File: src/rtl/rv32_mem_pkg.sv
// Shared encodings for the rv32 memory stage; decode/execute use the same width and branch codes.
// Also holds the memory-stage FSM state type and the branch decision helper.
package rv32_mem_pkg;

  localparam logic [1:0] RV32_MEM_WIDTH_BYTE = 2'd0;
  localparam logic [1:0] RV32_MEM_WIDTH_HALF = 2'd1;
  localparam logic [1:0] RV32_MEM_WIDTH_WORD = 2'd2;

  localparam logic [1:0] RV32_BRANCH_OP_NEVER    = 2'd0;
  localparam logic [1:0] RV32_BRANCH_OP_ZERO     = 2'd1;
  localparam logic [1:0] RV32_BRANCH_OP_NON_ZERO = 2'd2;
  localparam logic [1:0] RV32_BRANCH_OP_ALWAYS   = 2'd3;

  typedef enum logic {
    ST_IDLE = 1'b0,
    ST_REQ  = 1'b1
  } mem_state_e;

  function automatic logic branch_eval(input logic [1:0] op, input logic [31:0] value);
    logic taken;
    taken = 1'b0;
    case (op)
      RV32_BRANCH_OP_NEVER:    taken = 1'b0;
      RV32_BRANCH_OP_ZERO:     taken = (value == 32'd0);
      RV32_BRANCH_OP_NON_ZERO: taken = (value != 32'd0);
      RV32_BRANCH_OP_ALWAYS:   taken = 1'b1;
      default:                 taken = 1'b0;
    endcase
    return taken;
  endfunction

endpackage

File: src/rtl/rv32_mem_if.sv
// Data bus between the memory stage (master) and the data memory (slave).
// A request is held stable until the slave asserts data_ready_in.
interface rv32_mem_if;
  logic [31:0] data_address_out;
  logic        data_read_out;
  logic        data_write_out;
  logic [3:0]  data_write_mask_out;
  logic [31:0] data_write_value_out;
  logic [31:0] data_read_value_in;
  logic        data_ready_in;

  modport master (
    output data_address_out,
    output data_read_out,
    output data_write_out,
    output data_write_mask_out,
    output data_write_value_out,
    input  data_read_value_in,
    input  data_ready_in
  );

  modport slave (
    input  data_address_out,
    input  data_read_out,
    input  data_write_out,
    input  data_write_mask_out,
    input  data_write_value_out,
    output data_read_value_in,
    output data_ready_in
  );
endinterface

File: src/rtl/rv32_mem_align.sv
// Byte-lane handling for the memory stage: store lane replication and masks,
// load extraction with sign/zero extension, and misalignment detection.
module rv32_mem_align
  import rv32_mem_pkg::*;
(
  input  logic [1:0]  addr_lo,
  input  logic [1:0]  width,
  input  logic        zero_extend,
  input  logic [31:0] store_value,
  input  logic [31:0] read_value,
  output logic        misaligned,
  output logic [3:0]  write_mask,
  output logic [31:0] write_value,
  output logic [31:0] load_value
);

  logic [31:0] shifted;

  // Bring the addressed byte/half down to bit 0 before extension.
  assign shifted = read_value >> {addr_lo, 3'b000};

  always_comb begin
    misaligned  = 1'b0;
    write_mask  = 4'b1111;
    write_value = store_value;
    load_value  = shifted;
    case (width)
      RV32_MEM_WIDTH_BYTE: begin
        write_mask  = 4'b0001 << addr_lo;
        write_value = {4{store_value[7:0]}};
        load_value  = zero_extend ? {24'd0, shifted[7:0]}
                                  : {{24{shifted[7]}}, shifted[7:0]};
      end
      RV32_MEM_WIDTH_HALF: begin
        misaligned  = addr_lo[0];
        write_mask  = addr_lo[1] ? 4'b1100 : 4'b0011;
        write_value = {2{store_value[15:0]}};
        load_value  = zero_extend ? {16'd0, shifted[15:0]}
                                  : {{16{shifted[15]}}, shifted[15:0]};
      end
      RV32_MEM_WIDTH_WORD: begin
        misaligned = |addr_lo;
      end
      default: begin
        misaligned = 1'b1;
      end
    endcase
  end

endmodule

File: src/rtl/rv32_mem.sv
// rv32 memory stage: bus access FSM, pipeline stall generation, branch resolution
// and the output register feeding writeback/forwarding.
module rv32_mem
  import rv32_mem_pkg::*;
(
  input  logic              clk,
  input  logic              rst_n,
  input  logic              stall_in,
  input  logic              flush_in,
  input  logic              mem_read_en_in,
  input  logic              mem_write_en_in,
  input  logic [1:0]        mem_width_in,
  input  logic              mem_zero_extend_in,
  input  logic [1:0]        branch_op_in,
  input  logic [4:0]        rd_in,
  input  logic              rd_writeback_in,
  input  logic [31:0]       result_in,
  input  logic [31:0]       rs2_value_in,
  input  logic [31:0]       branch_pc_in,
  rv32_mem_if.master        bus,
  output logic              stall_out,
  output logic              misaligned_out,
  output logic              branch_taken_out,
  output logic [31:0]       branch_pc_out,
  output logic [4:0]        rd_out,
  output logic              rd_writeback_out,
  output logic [31:0]       rd_value_out
);

  mem_state_e  state;
  logic        flushed_q;
  logic        access;
  logic        misaligned;
  logic [3:0]  write_mask;
  logic [31:0] write_value;
  logic [31:0] load_value;
  logic        rd_update;
  logic        wb_next;
  logic [31:0] value_next;

  rv32_mem_align u_align (
    .addr_lo     (result_in[1:0]),
    .width       (mem_width_in),
    .zero_extend (mem_zero_extend_in),
    .store_value (rs2_value_in),
    .read_value  (bus.data_read_value_in),
    .misaligned  (misaligned),
    .write_mask  (write_mask),
    .write_value (write_value),
    .load_value  (load_value)
  );

  assign access           = mem_read_en_in | mem_write_en_in;
  assign branch_taken_out = branch_eval(branch_op_in, result_in);
  assign branch_pc_out    = branch_pc_in;

  always_comb begin
    stall_out = 1'b0;
    case (state)
      ST_IDLE: stall_out = access & ~misaligned;
      ST_REQ:  stall_out = ~bus.data_ready_in;
      default: stall_out = 1'b0;
    endcase
  end

  assign rd_update = ~stall_in & ~stall_out;

  // A flush seen at any point of an outstanding access is remembered in flushed_q.
  assign wb_next = rd_writeback_in & ~flush_in & ~flushed_q & ~mem_write_en_in
                 & ~(access & misaligned);

  // data_read_out is only ever high in REQ, so it marks the load-completion cycle.
  assign value_next = bus.data_read_out ? load_value : result_in;

  always_ff @(posedge clk or negedge rst_n) begin
    if (!rst_n) begin
      state                    <= ST_IDLE;
      flushed_q                <= 1'b0;
      misaligned_out           <= 1'b0;
      bus.data_address_out     <= 32'd0;
      bus.data_read_out        <= 1'b0;
      bus.data_write_out       <= 1'b0;
      bus.data_write_mask_out  <= 4'd0;
      bus.data_write_value_out <= 32'd0;
      rd_out                   <= 5'd0;
      rd_writeback_out         <= 1'b0;
      rd_value_out             <= 32'd0;
    end else begin
      misaligned_out <= 1'b0;
      case (state)
        ST_IDLE: begin
          if (access && !misaligned) begin
            bus.data_address_out     <= {result_in[31:2], 2'b00};
            bus.data_write_out       <= mem_write_en_in;
            bus.data_read_out        <= ~mem_write_en_in;
            bus.data_write_mask_out  <= mem_write_en_in ? write_mask : 4'd0;
            bus.data_write_value_out <= mem_write_en_in ? write_value : 32'd0;
            flushed_q                <= flush_in;
            state                    <= ST_REQ;
          end else if (access && misaligned && !stall_in) begin
            misaligned_out <= 1'b1;
          end
        end
        ST_REQ: begin
          if (flush_in) begin
            flushed_q <= 1'b1;
          end
          if (bus.data_ready_in) begin
            bus.data_read_out  <= 1'b0;
            bus.data_write_out <= 1'b0;
            flushed_q          <= 1'b0;
            state              <= ST_IDLE;
          end
        end
        default: begin
          state <= ST_IDLE;
        end
      endcase

      if (rd_update) begin
        rd_out           <= rd_in;
        rd_writeback_out <= wb_next;
        rd_value_out     <= value_next;
      end
    end
  end

endmodule
File: src/flat_wrapper.sv
// flat-port wrapper written by rule: the top's interface ports become plain ports
module rv32_mem_flat import rv32_mem_pkg::*;
  (clk, rst_n, stall_in, flush_in, mem_read_en_in, mem_write_en_in, mem_width_in, mem_zero_extend_in, branch_op_in, rd_in, rd_writeback_in, result_in, rs2_value_in, branch_pc_in, stall_out, misaligned_out, branch_taken_out, branch_pc_out, rd_out, rd_writeback_out, rd_value_out, bus_data_address_out, bus_data_read_out, bus_data_write_out, bus_data_write_mask_out, bus_data_write_value_out, bus_data_read_value_in, bus_data_ready_in);
  rv32_mem_if bus_i ();
  input  logic clk;
  input  logic rst_n;
  input  logic stall_in;
  input  logic flush_in;
  input  logic mem_read_en_in;
  input  logic mem_write_en_in;
  input  logic [1:0] mem_width_in;
  input  logic mem_zero_extend_in;
  input  logic [1:0] branch_op_in;
  input  logic [4:0] rd_in;
  input  logic rd_writeback_in;
  input  logic [31:0] result_in;
  input  logic [31:0] rs2_value_in;
  input  logic [31:0] branch_pc_in;
  output logic stall_out;
  output logic misaligned_out;
  output logic branch_taken_out;
  output logic [31:0] branch_pc_out;
  output logic [4:0] rd_out;
  output logic rd_writeback_out;
  output logic [31:0] rd_value_out;
  output wire logic [$bits(bus_i.data_address_out)-1:0] bus_data_address_out;
  output wire logic [$bits(bus_i.data_read_out)-1:0] bus_data_read_out;
  output wire logic [$bits(bus_i.data_write_out)-1:0] bus_data_write_out;
  output wire logic [$bits(bus_i.data_write_mask_out)-1:0] bus_data_write_mask_out;
  output wire logic [$bits(bus_i.data_write_value_out)-1:0] bus_data_write_value_out;
  input wire logic [$bits(bus_i.data_read_value_in)-1:0] bus_data_read_value_in;
  input wire logic [$bits(bus_i.data_ready_in)-1:0] bus_data_ready_in;
  assign bus_data_address_out = bus_i.data_address_out;
  assign bus_data_read_out = bus_i.data_read_out;
  assign bus_data_write_out = bus_i.data_write_out;
  assign bus_data_write_mask_out = bus_i.data_write_mask_out;
  assign bus_data_write_value_out = bus_i.data_write_value_out;
  assign bus_i.data_read_value_in = bus_data_read_value_in;
  assign bus_i.data_ready_in = bus_data_ready_in;
  rv32_mem u_core (.clk(clk), .rst_n(rst_n), .stall_in(stall_in), .flush_in(flush_in), .mem_read_en_in(mem_read_en_in), .mem_write_en_in(mem_write_en_in), .mem_width_in(mem_width_in), .mem_zero_extend_in(mem_zero_extend_in), .branch_op_in(branch_op_in), .rd_in(rd_in), .rd_writeback_in(rd_writeback_in), .result_in(result_in), .rs2_value_in(rs2_value_in), .branch_pc_in(branch_pc_in), .bus(bus_i), .stall_out(stall_out), .misaligned_out(misaligned_out), .branch_taken_out(branch_taken_out), .branch_pc_out(branch_pc_out), .rd_out(rd_out), .rd_writeback_out(rd_writeback_out), .rd_value_out(rd_value_out));
endmodule
File: config.mk
export PLATFORM = sky130hd
export DESIGN_NAME = rv32_mem_flat
export DESIGN_NICKNAME = d
export VERILOG_FILES = /design/src/rtl/rv32_mem_pkg.sv /design/src/rtl/rv32_mem_if.sv /design/src/rtl/rv32_mem_align.sv /design/src/rtl/rv32_mem.sv /design/src/flat_wrapper.sv
export SDC_FILE = /design/constraint.sdc
export NUM_CORES = 1
export LEC_CHECK = 0
export ABC_AREA = 0
export CAP_MARGIN = 20
export CORE_UTILIZATION = 45
export CTS_BUF_LIST = sky130_fd_sc_hd__clkbuf_4 sky130_fd_sc_hd__clkbuf_8
export DETAILED_ROUTE_END_ITERATION = 10
export GPL_TIMING_DRIVEN = 0
export HOLD_SLACK_MARGIN = 0.08
export PLACE_DENSITY = 0.84
export SLEW_MARGIN = 15
export SYNTH_ARGS = -nofsm -noshare
export SYNTH_HDL_FRONTEND = slang
export SYNTH_SLANG_ARGS = --single-unit
File: constraint.sdc
create_clock -name clk -period 3.1 [get_ports clk]
set_input_delay 0.62 -clock clk [delete_from_list [all_inputs] [get_ports clk]]
set_output_delay 0.62 -clock clk [all_outputs]
set_load 0.005 [all_outputs]
==> results of run 1 <==
-- cell type report --
cell class / instances / area share, %
flip-flops and latches: 109 / 30.77
well taps: 172 / 2.428
plain buffers: 82 / 5.519
inverters: 6 / 0.2541
multi-input cells: 426 / 29.98
clock buffers: 14 / 1.962
clock inverters: 1 / 0.3387
repair buffers: 252 / 28.75
-- per-stage QoR --
stage / hold WS [ns] / TNS [ns]
5_1_grt: 0.1631 / 0
4_1_cts: 0.1490 / 0
3_5_place_dp: 0.4614 / -0.6951
2_1_floorplan: 0.3244 / 0
6_report: 0.1429 / 0
3_3_place_gp: 0.4573 / -308.74
-- worst reg2reg max path, stage by stage, from the launching register on --
cell and delay, ns:
dfrtp_1 0.42, nand2b_1 0.12, nor2b_1 0.15, clkbuf_1 0.35, nand2_1 0.15, buf_2 0.25
buf_6 0.20, o31ai_1 0.25
-- Yosys cell counts, types with 2 or more instances --
cell type	n
nand2_1	125
dfrtp_1	109
mux2i_1	58
o21ai_0	49
buf_4	36
nor2_1	31
a21oi_1	30
clkbuf_1	27
nor4_1	17
o31ai_1	16
buf_2	15
o21ai_1	15
a31oi_1	10
a211oi_2	9
a211oi_1	8
a22o_1	8
mux2_1	7
o2bb2ai_1	7
inv_1	5
nand3_1	4
buf_1	3
nand2b_1	3
nor3_1	3
buf_6	2
mux2_2	2
nand4_1	2
nor2b_1	2
o21bai_1	2
-- placed cells by master, fill, tap and decap left out, drive strengths merged, types with 16 or more instances in the layout --
cell type / instances
nor2: 32
clkdlybuf4s50: 230
nor4: 17
mux2i: 58
nand2: 125
o21ai: 64
a21oi: 30
dfrtp: 109
buf: 58
o31ai: 16
a211oi: 17
clkbuf: 40
-- state kept, by name, indices dropped and copies added, names as in the netlist, 4 cells and up --
name / count
u_core.bus.data_address_out: 30
u_core.bus.data_write_mask_out: 4
u_core.bus.data_write_value_out: 32
u_core.rd_out: 5
u_core.rd_value_out: 32
-- path summary, 6_finish.rpt --
check,startpoint,end,slack [ns],cells after the start
min in group clk,u_core.bus.data_address_out[28],u_core.bus.data_address_out[28],0.48,2
worst min-delay path,rst_n,u_core.rd_out[4],0.14,1
worst max register to register,u_core.state,u_core.rd_value_out[20],1.12,7
max in group asynchronous,rst_n,u_core.misaligned_out,2.28,2
worst min register to register,u_core.bus.data_address_out[28],u_core.bus.data_address_out[28],0.48,2
worst max-delay path,result_in[8],branch_taken_out,0.07,6
-- power by group --
part           switching (W)  internal (W)  leakage (nW)
clock network       0.000473      0.000442         0.107
logic               0.000839       0.00113          2.48
registers           0.000215       0.00179          1.35
total                0.00153       0.00336          3.94
-- kinds of logic (layout without fill, tap and decap cells) --
family | count (synthesis) | after routing | share of synthesized area (%)
muxes | 68 | 68 | 12.06
and+or+nand+nor | 195 | 195 | 14.27
buffers and inverters | 89 | 355 | 8.612
other | 1 | 2 | 0.06421
AOI/OAI and AO/OA | 161 | 161 | 18.30
DFF | 109 | 109 | 46.70
-- layer usage --
| metal | up-vias | routed length, um | track usage, % |
|---|---|---|---|
| li1 | 2685 | - | - |
| met1 | 2798 | 7948 | 36.76 |
| met2 | 270 | 9792 | 50.32 |
| met3 | 42 | 1738 | 7.793 |
| met4 | 0 | 666 | 14.79 |
| met5 | - | 0 | 0 |
-- timing repair --
item / in CTS / in global routing
gates resized for setup: 22 / 11
hold buffers: 0 / 0
setup endpoints to repair: 2 / 2
pin swaps: 6 / 8
endpoints found under the hold margin: 0 / 0
==> impl_metrics.prom, run 1 <==
# TYPE chip_impl_metric gauge
chip_impl_metric{name="drc",unit=""} 0
chip_impl_metric{name="drt-initial-drc-count",unit=""} 430
chip_impl_metric{name="gpl.final_weighted_congestion",unit=""} 0.9019
chip_impl_metric{name="layout-area-overhead-vs-synth",unit="%"} 51.78
chip_impl_metric{name="cts_max_level",unit=""} 3
chip_impl_metric{name="hold_viol",unit=""} 0
chip_impl_info{name="path_cells",value="clkdlybuf4s50_1, nor4_2, nand4_1, nor2_1, mux2_2, clkdlybuf4s50_1"} 1
chip_impl_metric{name="synth-warning-count",unit=""} 0
chip_impl_metric{name="vias_in_the_first_global_route",unit=""} 5553
chip_impl_info{name="synth_top_cells_by_area",value="dfrtp_1 (47%), mux2i_1 (9.9%), nand2_1 (8.0%)"} 1
chip_impl_metric{name="crit_required",unit="ns"} 2.48
chip_impl_metric{name="max_clock_freq",unit="MHz"} 330.1
chip_impl_metric{name="syn_area_per_cell",unit="um2"} 9.375
chip_impl_metric{name="final_cell_area",unit="um2"} 8865
chip_impl_metric{name="cts_setup_buffers",unit=""} 0
chip_impl_metric{name="die_area",unit="um2"} 13440
chip_impl_metric{name="drive_gt1_share",unit="%"} 11.24
chip_impl_metric{name="initial_core_util",unit="%"} 46.28
chip_impl_metric{name="worstMarginPinSlew",unit="ns"} 0.6296
chip_impl_metric{name="instances_no_fill",unit=""} 1062
chip_impl_metric{name="insertion_delay",unit="ns"} 0.39
chip_impl_metric{name="proportion_of_register_bits_with_asynchronous_set_or_reset_after_synthesis",unit="%"} 100.0
chip_impl_info{name="criticalPathCategory",value="input port to output pin"} 1
chip_impl_metric{name="critical_path.n_buffers_inverters",unit=""} 2
chip_impl_metric{name="maximum_number_of_pins_on_one_net_before_global_route_repair",unit=""} 66
chip_impl_metric{name="core-area",unit="um2"} 12620
chip_impl_metric{name="antenna_found_initial",unit=""} 0
chip_impl_info{name="grt_setup_unrepaired",value="false"} 1
chip_impl_metric{name="post-dp-hpwl",unit="um"} 15480
chip_impl_metric{name="report.final.setup_viol",unit=""} 0
chip_impl_info{name="cts_tree",value="done"} 1
chip_impl_info{name="dominantRegCellSynth",value="dfrtp_1"} 1
chip_impl_metric{name="fin_nets",unit=""} 1032
chip_impl_metric{name="synth.yosys.seq_area_share",unit="%"} 46.70
chip_impl_metric{name="num-fill-cells",unit=""} 1034
chip_impl_metric{name="synth_seq_cells",unit=""} 109
chip_impl_metric{name="route.final.wire_length",unit="um"} 20150
chip_impl_metric{name="cellLeakagePower",unit="nW"} 3.940
chip_impl_metric{name="critical_path.max_stage_delay",unit="ns"} 0.49
chip_impl_metric{name="vias",unit=""} 5795
chip_impl_metric{name="count_of_flip_flops_with_a_built_in_enable_after_synthesis",unit=""} 0
chip_impl_metric{name="fin_crit",unit="ns"} 3.030
chip_impl_metric{name="cap_violations",unit=""} 0
chip_impl_info{name="cts-root-buf",value="clkbuf_8"} 1
chip_impl_metric{name="placedCellCount",unit=""} 1048
chip_impl_metric{name="ant_nets",unit=""} 0
chip_impl_metric{name="count_of_buffers_inserted_at_the_top_level_ports",unit=""} 251
chip_impl_info{name="status",value="complete, no violations"} 1
chip_impl_metric{name="synth.lib_cells_used.distinct",unit=""} 46
chip_impl_metric{name="antenna_cells",unit=""} 0
chip_impl_info{name="critPathCaptureType",value="output pin"} 1
chip_impl_metric{name="finalCritPeriodShare",unit="%"} 97.73
chip_impl_info{name="critical-path-top-cell-by-count",value="clkdlybuf4s50_1"} 1
chip_impl_metric{name="finClkSkew",unit="ns"} 0.006699
chip_impl_metric{name="detailedRoute.firstPassIterationCount",unit=""} 5
chip_impl_metric{name="ios",unit=""} 289
chip_impl_info{name="crit_family",value="buffers and inverters"} 1
chip_impl_info{name="worst_setup_path_start_kind",value="input port"} 1
chip_impl_metric{name="grt_remaining_overflow",unit=""} 0
chip_impl_metric{name="die_height",unit="um"} 115.9
chip_impl_metric{name="multiInputGateArea",unit="um2"} 2658
chip_impl_info{name="synth_top_cell_by_area",value="dfrtp_1"} 1
chip_impl_metric{name="routed_wire_length_per_instance",unit="um"} 18.97
chip_impl_metric{name="number_of_buffers_inserted_during_clock_tree_synthesis",unit=""} 9
chip_impl_metric{name="powerDensity",unit="nW/um2"} 551.7
chip_impl_metric{name="grtUsageTotal",unit="%"} 30.33
chip_impl_metric{name="grt_first_pass_wirelength",unit="um"} 30180
chip_impl_metric{name="finalMaxSlewViolations",unit=""} 0
chip_impl_metric{name="vdd.ir_drop.worst",unit="uV"} 405.3
chip_impl_metric{name="post-route-util",unit="%"} 70.25
chip_impl_metric{name="report.power.total",unit="W"} 0.004890
chip_impl_metric{name="path_clk_slew",unit="ns"} 0.09
chip_impl_metric{name="finalWorstSetupSlack",unit="ns"} 0.07047
chip_impl_metric{name="cts_buffer_depth",unit=""} 2
chip_impl_metric{name="die_width",unit="um"} 115.9
chip_impl_metric{name="path_max_fanout",unit=""} 3
chip_impl_metric{name="post_drt_via_cell_ratio",unit=""} 5.457
chip_impl_info{name="timing.critical_path.slowest_stage_cell",value="clkdlybuf4s50_1"} 1
chip_impl_metric{name="syn_inst",unit=""} 623
chip_impl_metric{name="cts_sinks",unit=""} 109
chip_impl_metric{name="post_synth_instance_area",unit="um2"} 5841
chip_impl_metric{name="area.sequential",unit="um2"} 2728
chip_impl_metric{name="core.rowCount",unit=""} 41
chip_impl_metric{name="dp_worst_setup_slack",unit="ns"} -0.3607
chip_impl_metric{name="relSlewSlack",unit="%"} 58.03
chip_impl_metric{name="critPathArrivalTime",unit="ns"} 2.41
chip_impl_metric{name="post_detailed_placement_cell_area",unit="um2"} 8601
chip_impl_info{name="timing.hold.worst.class",value="input port to async pin"} 1
chip_impl_metric{name="yosys.area.top_type_share",unit="%"} 46.70
(Power assumes the default switching activity.)
==> inputs of run 2 (changes only) <==
==> constraint.sdc (replaced) <==
create_clock -name clk -period 3.9 [get_ports clk]
set_input_delay 0.78 -clock clk [delete_from_list [all_inputs] [get_ports clk]]
set_output_delay 0.78 -clock clk [all_outputs]
set_load 0.005 [all_outputs]
==> impl_metrics.prom, run 2 (synthesized netlist as in run 1, its figures left out) <==
# TYPE chip_impl_metric gauge
chip_impl_metric{name="fin_nets",unit=""} 1032
chip_impl_metric{name="post_drt_via_cell_ratio",unit=""} 5.448
chip_impl_metric{name="critPathArrivalTime",unit="ns"} 3.00
chip_impl_metric{name="antenna_found_initial",unit=""} 0
chip_impl_info{name="most_frequent_cells_in_the_layout",value="clkdlybuf4s50_1 (250), nand2_1 (125), dfrtp_1 (109), mux2i_1 (58), o21ai_0 (49)"} 1
chip_impl_info{name="worst_setup_path_start_kind",value="input port"} 1
chip_impl_metric{name="finalCritPeriodShare",unit="%"} 96.90
chip_impl_metric{name="ant_nets",unit=""} 0
chip_impl_metric{name="fin_crit",unit="ns"} 3.779
chip_impl_metric{name="cts_setup_buffers",unit=""} 0
chip_impl_info{name="largestRegisters",value="u_core.bus.data_write_value_out: 32 flops, u_core.rd_value_out: 32 flops, u_core.bus.data_address_out: 30 flops"} 1
chip_impl_metric{name="area.sequential",unit="um2"} 2728
chip_impl_metric{name="hold_viol",unit=""} 0
chip_impl_metric{name="relSlewSlack",unit="%"} 58.59
chip_impl_info{name="critPathCaptureType",value="output pin"} 1
chip_impl_metric{name="cts_buffer_depth",unit=""} 2
chip_impl_metric{name="count_of_cells_resized_by_post_cts_repair",unit=""} 0
chip_impl_metric{name="number_of_buffers_inserted_during_clock_tree_synthesis",unit=""} 9
chip_impl_info{name="cts-root-buf",value="clkbuf_8"} 1
chip_impl_metric{name="count_of_buffers_inserted_at_the_top_level_ports",unit=""} 251
chip_impl_metric{name="max_clock_freq",unit="MHz"} 264.6
chip_impl_metric{name="layout-area-overhead-vs-synth",unit="%"} 50.69
chip_impl_metric{name="cellLeakagePower",unit="nW"} 3.843
chip_impl_metric{name="route.final.wire_length",unit="um"} 20120
chip_impl_metric{name="num-fill-cells",unit=""} 1048
chip_impl_metric{name="routed_wire_length_per_instance",unit="um"} 18.94
chip_impl_info{name="criticalPathCategory",value="input port to output pin"} 1
chip_impl_metric{name="finalMaxSlewViolations",unit=""} 0
chip_impl_metric{name="placedCellCount",unit=""} 1048
chip_impl_metric{name="insertion_delay",unit="ns"} 0.39
chip_impl_info{name="grt_setup_unrepaired",value="false"} 1
chip_impl_metric{name="post-dp-hpwl",unit="um"} 15480
chip_impl_metric{name="crit_required",unit="ns"} 3.12
chip_impl_info{name="status",value="complete, no violations"} 1
chip_impl_metric{name="powerDensity",unit="nW/um2"} 442.1
chip_impl_metric{name="cap_violations",unit=""} 0
chip_impl_metric{name="drc",unit=""} 0
chip_impl_metric{name="gpl.final_weighted_congestion",unit=""} 0.9019
chip_impl_info{name="final_common_cell",value="clkdlybuf4s50_1"} 1
chip_impl_metric{name="cts_sinks",unit=""} 109
chip_impl_metric{name="ios",unit=""} 289
chip_impl_metric{name="finClkSkew",unit="ns"} 0.006581
chip_impl_metric{name="grt_first_pass_wirelength",unit="um"} 30060
chip_impl_info{name="timing.hold.worst.class",value="input port to async pin"} 1
chip_impl_metric{name="die_height",unit="um"} 115.9
chip_impl_metric{name="detailedRoute.firstPassIterationCount",unit=""} 5
chip_impl_metric{name="instances_no_fill",unit=""} 1062
chip_impl_metric{name="drt-initial-drc-count",unit=""} 431
chip_impl_metric{name="path_clk_slew",unit="ns"} 0.09
chip_impl_metric{name="path_max_fanout",unit=""} 10
chip_impl_metric{name="number_of_hold_repair_buffers_added_at_the_cts_stage",unit=""} 0
chip_impl_metric{name="core.rowCount",unit=""} 41
chip_impl_metric{name="cts_max_level",unit=""} 3
chip_impl_metric{name="worstMarginPinSlew",unit="ns"} 0.6212
chip_impl_metric{name="die_area",unit="um2"} 13440
chip_impl_metric{name="die_width",unit="um"} 115.9
chip_impl_metric{name="core-area",unit="um2"} 12620
chip_impl_metric{name="grt_remaining_overflow",unit=""} 0
chip_impl_metric{name="vias",unit=""} 5786
chip_impl_metric{name="grtUsageTotal",unit="%"} 30.20
chip_impl_metric{name="maximum_number_of_pins_on_one_net_before_global_route_repair",unit=""} 66
chip_impl_metric{name="post-route-util",unit="%"} 69.74
chip_impl_metric{name="vdd.ir_drop.worst",unit="uV"} 322.2
chip_impl_metric{name="drive_gt1_share",unit="%"} 10.34
chip_impl_metric{name="report.final.setup_viol",unit=""} 0
chip_impl_info{name="cts_tree",value="done"} 1
chip_impl_metric{name="vias_in_the_first_global_route",unit=""} 5523
chip_impl_metric{name="multiInputGateArea",unit="um2"} 2614
chip_impl_metric{name="antenna_cells",unit=""} 0
chip_impl_metric{name="initial_core_util",unit="%"} 46.28
[run 2: cell types whose count changed in the layout (fill, tap and decap cells not counted)]
cell,change
clkdlybuf4s15_2,-1
dlygate4sd2_1,-11
buf_2,+2
clkdlybuf4s50_1,+20
dlymetal6s2s_1,-8
buf_6,-2
nor4_2,-7
nor4_1,+7
[run 2: worst paths after layout]
check,startpoint,end,slack [ns],depth (start not counted)
min reg2reg,u_core.bus.data_address_out[28],u_core.bus.data_address_out[28],0.48,2
max reg2reg,u_core.state,u_core.rd_value_out[21],1.85,7
max,result_in[1],branch_taken_out,0.12,7
max in group asynchronous,rst_n,u_core.misaligned_out,2.93,2
min in group clk,u_core.bus.data_address_out[28],u_core.bus.data_address_out[28],0.48,2
min,rst_n,u_core.rd_out[4],0.30,1
[run 2: cell type report]
cell class | instances | share of cell area, %
Clock buffer | 14 | 1.976
Multi-Input combinational cell | 426 | 29.70
Clock inverter | 1 | 0.3412
Buffer | 82 | 5.417
Timing Repair Buffer | 252 | 28.87
Tap cell | 172 | 2.445
Sequential cell | 109 | 30.99
Inverter | 6 | 0.2559
[run 2: where the power goes]
part | total (W) | internal, W | switching (W)
sequential | 0.00160 | 0.00143 | 0.000172
clock | 0.000730 | 0.000351 | 0.000378
combinational | 0.00156 | 0.000898 | 0.000665
total | 0.00389 | 0.00268 | 0.00121
[run 2: critical path, stage by stage]
cell and delay [ns]:
clkdlybuf4s50_1 0.54, buf_2 0.26, nor4_1 0.36, nand4_1 0.14
nor2_1 0.14, mux2_2 0.34, clkdlybuf4s50_1 0.44
[run 2: per-layer routing]
metal | track usage [%] | wire length, um
met5 | 0 | 0
met4 | 14.02 | 656
met3 | 7.584 | 1663
met2 | 50.28 | 9738
met1 | 36.86 | 8061
[run 2: metrics by stage]
step	area, um2	setup WS (ns)	hold WS [ns]	total power (W)	TNS [ns]
floorplan	5844	1.267	0.4697	0.002177	0
global placement	8572	-2.195	0.4573	0.003134	-238.32
detailed placement	8601	0.1193	0.4614	0.003173	0
CTS	8805	0.1169	0.3090	0.003910	0
global route	8801	0.01702	0.3231	0.004107	0
finish	8801	0.1209	0.3014	0.003891	0
==> inputs of run 3 (changes only) <==
--- a/config.mk
+++ b/config.mk
@@ -7,12 +7,12 @@
 export LEC_CHECK = 0
 export ABC_AREA = 0
 export CAP_MARGIN = 20
-export CORE_UTILIZATION = 45
+export CORE_UTILIZATION = 30
 export CTS_BUF_LIST = sky130_fd_sc_hd__clkbuf_4 sky130_fd_sc_hd__clkbuf_8
 export DETAILED_ROUTE_END_ITERATION = 10
 export GPL_TIMING_DRIVEN = 0
 export HOLD_SLACK_MARGIN = 0.08
-export PLACE_DENSITY = 0.84
+export PLACE_DENSITY = 0.59
 export SLEW_MARGIN = 15
 export SYNTH_ARGS = -nofsm -noshare
 export SYNTH_HDL_FRONTEND = slang
==> impl_metrics.prom, run 3 (synthesized netlist as in run 1, its figures left out) <==
# TYPE chip_impl_metric gauge
chip_impl_metric{name="vias",unit=""} 5618
chip_impl_metric{name="initial_core_util",unit="%"} 30.91
chip_impl_metric{name="cts_setup_buffers",unit=""} 0
chip_impl_metric{name="route.final.wire_length",unit="um"} 21680
chip_impl_info{name="largestRegisters",value="u_core.bus.data_write_value_out: 32 flops, u_core.rd_value_out: 32 flops, u_core.bus.data_address_out: 30 flops"} 1
chip_impl_metric{name="path_max_fanout",unit=""} 10
chip_impl_metric{name="relSlewSlack",unit="%"} 56.84
chip_impl_metric{name="vias_in_the_first_global_route",unit=""} 5552
chip_impl_info{name="criticalPathCategory",value="input port to output pin"} 1
chip_impl_info{name="timing.hold.worst.class",value="input port to async pin"} 1
chip_impl_metric{name="cap_violations",unit=""} 0
chip_impl_metric{name="max_clock_freq",unit="MHz"} 261.7
chip_impl_metric{name="critPathArrivalTime",unit="ns"} 3.04
chip_impl_info{name="cts-root-buf",value="clkbuf_8"} 1
chip_impl_metric{name="worstMarginPinSlew",unit="ns"} 0.6475
chip_impl_metric{name="maximum_number_of_pins_on_one_net_before_global_route_repair",unit=""} 63
chip_impl_info{name="critPathCaptureType",value="output pin"} 1
chip_impl_info{name="most_frequent_cells_in_the_layout",value="clkdlybuf4s50_1 (250), nand2_1 (125), dfrtp_1 (109), mux2i_1 (58), o21ai_0 (49)"} 1
chip_impl_metric{name="cts_buffer_depth",unit=""} 2
chip_impl_metric{name="powerDensity",unit="nW/um2"} 443.9
chip_impl_metric{name="vdd.ir_drop.worst",unit="uV"} 202.0
chip_impl_metric{name="post_drt_via_cell_ratio",unit=""} 4.873
chip_impl_metric{name="fin_nets",unit=""} 1032
chip_impl_metric{name="ios",unit=""} 289
chip_impl_metric{name="antenna_found_initial",unit=""} 4
chip_impl_info{name="worst_setup_path_start_kind",value="input port"} 1
chip_impl_metric{name="core-area",unit="um2"} 18890
chip_impl_metric{name="layout-area-overhead-vs-synth",unit="%"} 53.28
chip_impl_metric{name="finalMaxSlewViolations",unit=""} 0
chip_impl_info{name="status",value="complete, no violations"} 1
chip_impl_metric{name="insertion_delay",unit="ns"} 0.39
chip_impl_metric{name="report.power.total",unit="W"} 0.003974
chip_impl_metric{name="die_height",unit="um"} 141.5
chip_impl_metric{name="gpl.final_weighted_congestion",unit=""} 0.8501
chip_impl_metric{name="finalCritPeriodShare",unit="%"} 97.97
chip_impl_metric{name="final_cell_area",unit="um2"} 8952
chip_impl_metric{name="drc",unit=""} 0
chip_impl_info{name="cts_tree",value="done"} 1
chip_impl_metric{name="grtUsageTotal",unit="%"} 21.52
chip_impl_metric{name="detailedRoute.firstPassIterationCount",unit=""} 5
chip_impl_metric{name="core.rowCount",unit=""} 50
chip_impl_metric{name="die_area",unit="um2"} 20030
chip_impl_metric{name="grt_first_pass_wirelength",unit="um"} 32350
chip_impl_metric{name="post-dp-hpwl",unit="um"} 16720
chip_impl_metric{name="cellLeakagePower",unit="nW"} 3.853
chip_impl_metric{name="number_of_buffers_inserted_during_clock_tree_synthesis",unit=""} 9
chip_impl_metric{name="finClkSkew",unit="ns"} 0.008808
chip_impl_metric{name="routed_wire_length_per_instance",unit="um"} 18.80
chip_impl_metric{name="grt_remaining_overflow",unit=""} 0
chip_impl_metric{name="post_detailed_placement_cell_area",unit="um2"} 8711
chip_impl_metric{name="path_clk_slew",unit="ns"} 0.10
chip_impl_metric{name="fin_crit",unit="ns"} 3.821
chip_impl_metric{name="count_of_buffers_inserted_at_the_top_level_ports",unit=""} 251
chip_impl_metric{name="cts_sinks",unit=""} 109
chip_impl_metric{name="cts_max_level",unit=""} 3
chip_impl_metric{name="die_width",unit="um"} 141.5
chip_impl_metric{name="drive_gt1_share",unit="%"} 10.55
chip_impl_metric{name="report.final.setup_viol",unit=""} 0
chip_impl_metric{name="crit_required",unit="ns"} 3.12
chip_impl_metric{name="hold_viol",unit=""} 0
chip_impl_metric{name="ant_nets",unit=""} 0
chip_impl_metric{name="timing.setup.tns",unit="ns"} 0
chip_impl_info{name="final_common_cell",value="clkdlybuf4s50_1"} 1
chip_impl_metric{name="drt-initial-drc-count",unit=""} 229
chip_impl_metric{name="num-fill-cells",unit=""} 1899
==> run 3: layer usage <==
metal  wire, um  GRT usage [%]  share of wire (%)  vias up
li1           -              -                  -     2682
met1       9158          27.11                 42     2692
met2      10410          35.47                 48      222
met3       1769          5.872                8.2       20
met4        323          7.357                1.5        2
met5         13              0              0.060        -
==> run 3: cell type report <==
| class | instances | area, um2 | area share, % |
|---|---|---|---|
| sequential | 109 | 2728 | 30.47 |
| antenna | 2 | 5.005 | 0.05590 |
| clock inverter | 3 | 67.56 | 0.7547 |
| tap | 260 | 325.3 | 3.634 |
| timing repair buffer | 252 | 2541 | 28.39 |
| multi-input combinational | 426 | 2620 | 29.27 |
| clock buffer | 13 | 166.4 | 1.859 |
| buffer | 82 | 476.7 | 5.325 |
| inverter | 6 | 22.52 | 0.2516 |
==> run 3: timing repair <==
| action | 4_1_cts | 5_1_grt |
|---|---|---|
| resized for setup | 0 | 1 |
| hold buffers | 0 | 0 |
| endpoints found under the setup margin | 0 | 2 |
==> run 3: path summary, 6_finish.rpt <==
| kind | from | endpoint | slack (ns) | depth (start not counted) |
|---|---|---|---|---|
| worst max register to register | u_core.state | u_core.rd_value_out[20] | 1.87 | 7 |
| worst min register to register | u_core.bus.data_address_out[24] | u_core.bus.data_address_out[24] | 0.48 | 2 |
| worst min-delay path | rst_n | u_core.bus.data_address_out[4] | 0.32 | 1 |
| max in group asynchronous | rst_n | u_core.rd_value_out[30] | 2.90 | 2 |
| min in group clk | u_core.bus.data_address_out[24] | u_core.bus.data_address_out[24] | 0.48 | 2 |
| worst max-delay path | result_in[1] | branch_taken_out | 0.08 | 7 |
==> run 3: worst max-delay path, stage by stage <==
cell	delay, ns
clkdlybuf4s50_1	0.53
buf_2	0.27
nor4_2	0.35
nand4_1	0.13
nor2_1	0.17
mux2_2	0.35
clkdlybuf4s50_1	0.46
==> run 3: power breakdown <==
part / leakage [nW] / switching [W] / internal [W]
registers: 1.35 / 0.000164 / 0.00143
logic: 2.39 / 0.000672 / 0.000899
clock network: 0.117 / 0.000401 / 0.000412
total: 3.85 / 0.00124 / 0.00274
==> run 3: stage by stage <==
stage | std cells | utilization (%) | hold slack (ns) | worst slack [ns]
floorplan | 624 | - | 0.4697 | 1.267
global placement | 1135 | 45.95 | 0.4586 | -2.571
detailed placement | 1136 | 46.11 | 0.4614 | 0.02883
CTS | 1152 | 47.34 | 0.3218 | 0.01702
global route | 1153 | 47.38 | 0.3393 | -0.007302
finish | 1153 | 47.38 | 0.3189 | 0.07900
